**src/rtl/imem_boot_arbiter.sv**
```systemverilog
// Instruction-memory boot arbiter.
// A loader streams an image into instruction memory through registered writes.
// Once the image is complete, memory ownership passes to the fetch stage,
// with PC pass-through and read-data forwarding.
// If the image overruns DEPTH_WORDS, the block latches a sticky error.
// Only reset clears that error.
//
// state   | meaning
// --------+-----------------------------------------------------------
// S_IDLE  | waiting for start; memory and fetch both quiet
// S_LOAD  | accepting loader words, one registered write per accept
// S_DRAIN | single cycle in which the final registered write lands
// S_RUN   | fetch stage owns memory; pc_addr and mem_rdata passed through
// S_ERROR | image overran memory; latched until reset
module imem_boot_arbiter #(
  parameter int unsigned DEPTH_WORDS = 256
) (
  input  logic        clk,
  input  logic        rst,
  input  logic        start,
  input  logic        load_valid,
  input  logic [31:0] load_data,
  input  logic        load_last,
  output logic        load_ready,
  input  logic [31:0] pc_addr,
  input  logic [31:0] mem_rdata,
  output logic        mem_we,
  output logic [31:0] mem_addr,
  output logic [31:0] mem_wdata,
  output logic [31:0] instr_out,
  output logic        cpu_run,
  output logic [15:0] load_count,
  output logic        err
);

  localparam int unsigned AW = (DEPTH_WORDS > 1) ? $clog2(DEPTH_WORDS) : 1;
  localparam logic [AW-1:0] WPTR_LAST = AW'(DEPTH_WORDS - 1);

  typedef enum logic [2:0] {
    S_IDLE,
    S_LOAD,
    S_DRAIN,
    S_RUN,
    S_ERROR
  } state_e;

  state_e      state_q, state_d;
  logic [AW-1:0] wptr_q, wptr_d;
  logic [15:0] count_q, count_d;
  logic        we_q, we_d;
  logic [31:0] addr_q, addr_d;
  logic [31:0] wdata_q, wdata_d;
  logic        err_q, err_d;

  // State, pointer, counter and registered write port; reset aborts any pending write.
  always_ff @(posedge clk or negedge rst) begin
    if (!rst) begin
      state_q <= S_IDLE;
      wptr_q  <= '0;
      count_q <= '0;
      we_q    <= 1'b0;
      addr_q  <= '0;
      wdata_q <= '0;
      err_q   <= 1'b0;
    end else begin
      state_q <= state_d;
      wptr_q  <= wptr_d;
      count_q <= count_d;
      we_q    <= we_d;
      addr_q  <= addr_d;
      wdata_q <= wdata_d;
      err_q   <= err_d;
    end
  end

  // Next-state logic; a write request defaults low so a write lasts only one cycle.
  always_comb begin
    state_d = state_q;
    wptr_d  = wptr_q;
    count_d = count_q;
    we_d    = 1'b0;
    addr_d  = addr_q;
    wdata_d = wdata_q;
    err_d   = err_q;
    case (state_q)
      S_IDLE: begin
        if (start) begin
          state_d = S_LOAD;
          wptr_d  = '0;
          count_d = '0;
        end
      end
      S_LOAD: begin
        if (load_valid) begin
          we_d    = 1'b1;
          addr_d  = {{(30-AW){1'b0}}, wptr_q, 2'b00};
          wdata_d = load_data;
          wptr_d  = wptr_q + 1'b1;
          count_d = (count_q == 16'hFFFF) ? count_q : count_q + 16'd1;
          if (load_last) begin
            state_d = S_DRAIN;
          end else if (wptr_q == WPTR_LAST) begin
            // The overflowing word is still written; it lands in the first ERROR cycle.
            state_d = S_ERROR;
            err_d   = 1'b1;
          end
        end
      end
      S_DRAIN: begin
        state_d = S_RUN;
      end
      S_RUN: begin
        if (start) begin
          state_d = S_LOAD;
          wptr_d  = '0;
          count_d = '0;
        end
      end
      S_ERROR: begin
        state_d = S_ERROR;
      end
      default: begin
        state_d = S_IDLE;
      end
    endcase
  end

  // Output decode; during RUN the fetch stage drives the address directly.
  always_comb begin
    load_ready = (state_q == S_LOAD);
    cpu_run    = (state_q == S_RUN);
    mem_we     = we_q;
    mem_addr   = (state_q == S_RUN) ? pc_addr : addr_q;
    mem_wdata  = wdata_q;
    instr_out  = (state_q == S_RUN) ? mem_rdata : 32'h0000_0000;
    load_count = count_q;
    err        = err_q;
  end

endmodule

```
**config.mk**
```make
export PLATFORM = sky130hd
export DESIGN_NAME = imem_boot_arbiter
export DESIGN_NICKNAME = d
export VERILOG_FILES = /design/src/rtl/imem_boot_arbiter.sv
export SDC_FILE = /design/constraint.sdc
export NUM_CORES = 1
export LEC_CHECK = 0
export CAP_MARGIN = 15
export CORE_MARGIN = 4
export CORE_UTILIZATION = 30
export DETAILED_ROUTE_END_ITERATION = 8
export PLACE_DENSITY = 0.77
export SYNTH_ARGS = -nofsm -noshare
export SYNTH_HDL_FRONTEND = slang
export SYNTH_SLANG_ARGS = --single-unit
```
**constraint.sdc**
```tcl
create_clock -name clk -period 4.3 [get_ports clk]
set_input_delay 0.86 -clock clk [delete_from_list [all_inputs] [get_ports clk]]
set_output_delay 0.86 -clock clk [all_outputs]
set_load 0.02 [all_outputs]
```
==> summary.md <==
| Metric | Value |
|---|---|
| Final instance area | `6163 um^2` |
| Critical path fanouts, max | `36` |
| Cells after synthesis | `420` |
| Hold_ws | `0.4553 ns` |
| Clk Latency, worst-skew pair | `0.32 ns` |
| Part of the power in registers | `28.1%` |
| CTS buffer count | `9` |
| Static leakage | `2.680 nW` |
| Final Hold Viols | `0` |
| Rel. slew slack | `46.64%` |
| GR Overflow Total | `0` |
| Delay of the slowest critical-path stage | `0.62 ns` |
| Slew @ Worst Pin | `0.7931 ns` |
| Dpl hpwl | `9.928 mm` |
| Final Power | `0.003578 W` |
| Routed WL per cell | `16.07 um` |
| Fill count | `1072` |
| Total GRT Usage | `17.86%` |
| I/O Pins | `217` |
| Syn Nets | `523` |
| Post-synth ARST share | `100.0%` |
| Worst EP arrival | `2.76 ns` |
| Top_reg_cell synth | `dfrtp_1` |
| Core Rows | `39` |
| Clk root buf | `clkbuf_16` |
| Most frequent cells in the layout | `clkdlybuf4s50_1 (215), nand2_1 (152), dfrtp_1 (69), and2_1 (58), a21oi_1 (15)` |
| Clk pwr share | `17.6%` |
| Layout cells sized above 1 | `5.845%` |
| Synth warnings | `0` |
| H-tree Lvls | `3` |
| Largest net degree at the start of global routing | `37` |
| Synthesized area | `3620 um^2` |
| Final net count | `733` |
| CP required | `3.44 ns` |
| PostCTS Resize Cnt | `0` |
| Via/cell ratio | `4.776` |
| Peak VDD IR | `0.0003293 V` |
| Final Setup Violations | `0` |
| Placed Instances | `762` |
| Critical Path End Type | `output pin` |
| Initial Util | `31.17%` |
| DIE AREA | `13890 um^2` |
| Slowest-stage cell, CP | `clkdlybuf4s50_1` |
| Die Y-Extent | `117.8 um` |
| Port buffer count | `216` |
| Crit-path cells | `nand2_1 -> nor2_4 -> buf_4 -> and2_1 -> clkdlybuf4s50_1` |
| Vias in the first global route | `3807` |
| First-pass GRT wire length | `20.25 mm` |
| Gp weighted congestion | `0.8123` |
| Initial antenna violation count | `0` |
| Setup tns final | `0 ns` |
| Slew Limit Fails | `0` |
| Commonest non-fill, non-tap cell in the layout | `clkdlybuf4s50_1` |
| Clk sinks | `69` |
| Placeable Area | `11610 um^2` |
| Setup crit start kind | `flop` |
| Placed Area | `5913 um^2` |
| Drt first pass iters | `4` |
| Die W | `117.8 um` |
| Crit Path Category | `flop to output pin` |
| DRC | `0` |
| Post-synth cell types | `46` |
| Final ANT Viol Nets | `0` |
| Area delta synth->final | `70.27%` |
| Status | `complete, no violations` |
| RSZ-0062 raised after global routing | `no` |
| Max-cap violations | `0` |
| Clock slew at reported path FFs | `0.06 ns` |
| Sw Ratio | `40.16%` |
| Final min period | `3.619 ns` |
| Worst Clk Skew | `0.005734 ns` |
| Net Sw Power | `0.001437 W` |
| Hold Buf Count CTS | `0` |
| Logic pwr share | `54.4%` |
| Syn_area_per_cell | `8.618 um^2` |
| Tcrit/Tclk final | `84.15%` |
| Post-synth EDFFs | `0` |
| Clock tree from TritonCTS | `built` |
| Post-CTS setup buffers | `0` |
| Post-synthesis sequential area ratio | `47.70%` |
| Non-Filler Instances | `777` |
| Iter 0 DRT Violations | `151` |
| Synthesized flop and latch total | `69` |
| Clock Tree Buf Depth | `2` |
| P per Cell Area | `580.5 nW/um^2` |
| Routed WL | `12.49 mm` |
| Int Pwr | `0.002141 W` |
| Hold WC Path Type | `flop to flop` |
| Max Clock Freq | `276.3 MHz` |
| DR vias | `3711` |
## path summary, 6_finish.rpt
kind,from,endpoint,slack [ns],depth (start not counted)
max,state_q[0],instr_out[10],0.68,5
min,err,err,0.46,1
max reg2reg,state_q[2],load_count[12],2.01,4
min reg2reg,err,err,0.46,1
max in group asynchronous,rst,mem_wdata[1],2.73,2
min in group asynchronous,rst,load_count[9],0.62,1
## synth_stat cells (all sizes together), types with 4 or more instances
cell type  count  area [um^2]
a31oi          6        37.54
nor2           4        15.01
and2          58        362.9
buf            5        27.52
mux2i         12        120.1
o21ai          6        30.03
inv            4        15.01
dfrtp         69         1727
clkbuf        18        67.56
nand2        152        570.6
nand3          7        35.03
a21oi         15        75.07
mux2          10        112.6
nor3           5        25.02
nand4          5        31.28
nand2b         5        31.28
## critical path: cells and delay by family, from the launching register on
family        cells  cell delay, ns
buf+inv           2            0.97
simple gates      3            0.86
flops             1            0.59
## layer usage
layer  GRT usage, %  vias up  part of all wire [%]
li1               -     1804                     -
met4          4.029        0                   1.0
met1          18.65     1738                    37
met2          34.42      157                    54
met3          5.863       12                   7.9
met5              0        -                     0
## sequential cells by signal, summed over array words and instances (netlist names)
name        cells
mem_wdata      32
load_count     16
addr_q          8
wptr_q          8
state_q         3
err             1
mem_we          1
## final cells by class
type | instances | area [um^2] | area share [%]
multi-input cells | 323 | 1787 | 28.99
clock inverters | 3 | 15.01 | 0.2436
flip-flops and latches | 69 | 1727 | 28.01
well taps | 143 | 178.9 | 2.903
clock buffers | 11 | 232.7 | 3.776
diodes | 1 | 2.502 | 0.04060
repair buffers | 222 | 2202 | 35.73
inverters | 5 | 18.77 | 0.3045
## per-stage QoR
stage          util [%]  setup WS (ns)
6_report          53.07         0.6813
3_3_place_gp      50.92          1.150
2_1_floorplan         -          1.593
3_5_place_dp      50.92         0.9878
4_1_cts           53.05         0.6367
5_1_grt           53.05         0.4876
## power by group through the flow
stage | Combinational [W] | Clock [W] | Sequential [W]
after detailed placement | 0.00196 | 0 | 0.00101
after global placement | 0.00193 | 0 | 0.000997
after CTS | 0.00197 | 0.000644 | 0.00100
after floorplan | 0.000870 | 0 | 0.00117
after global routing | 0.00211 | 0.000677 | 0.00103
final | 0.00195 | 0.000628 | 0.00100
## cells by family after synthesis
group	count (synthesis)	synth area share, %
compound gates	43	7.605
xor+xnor	1	0.2420
fa+ha+maj	2	0.6912
buf+inv	28	3.145
flops	69	47.70
mux	22	6.429
simple gates	255	34.19
Power figures use the tool's default switching activity.
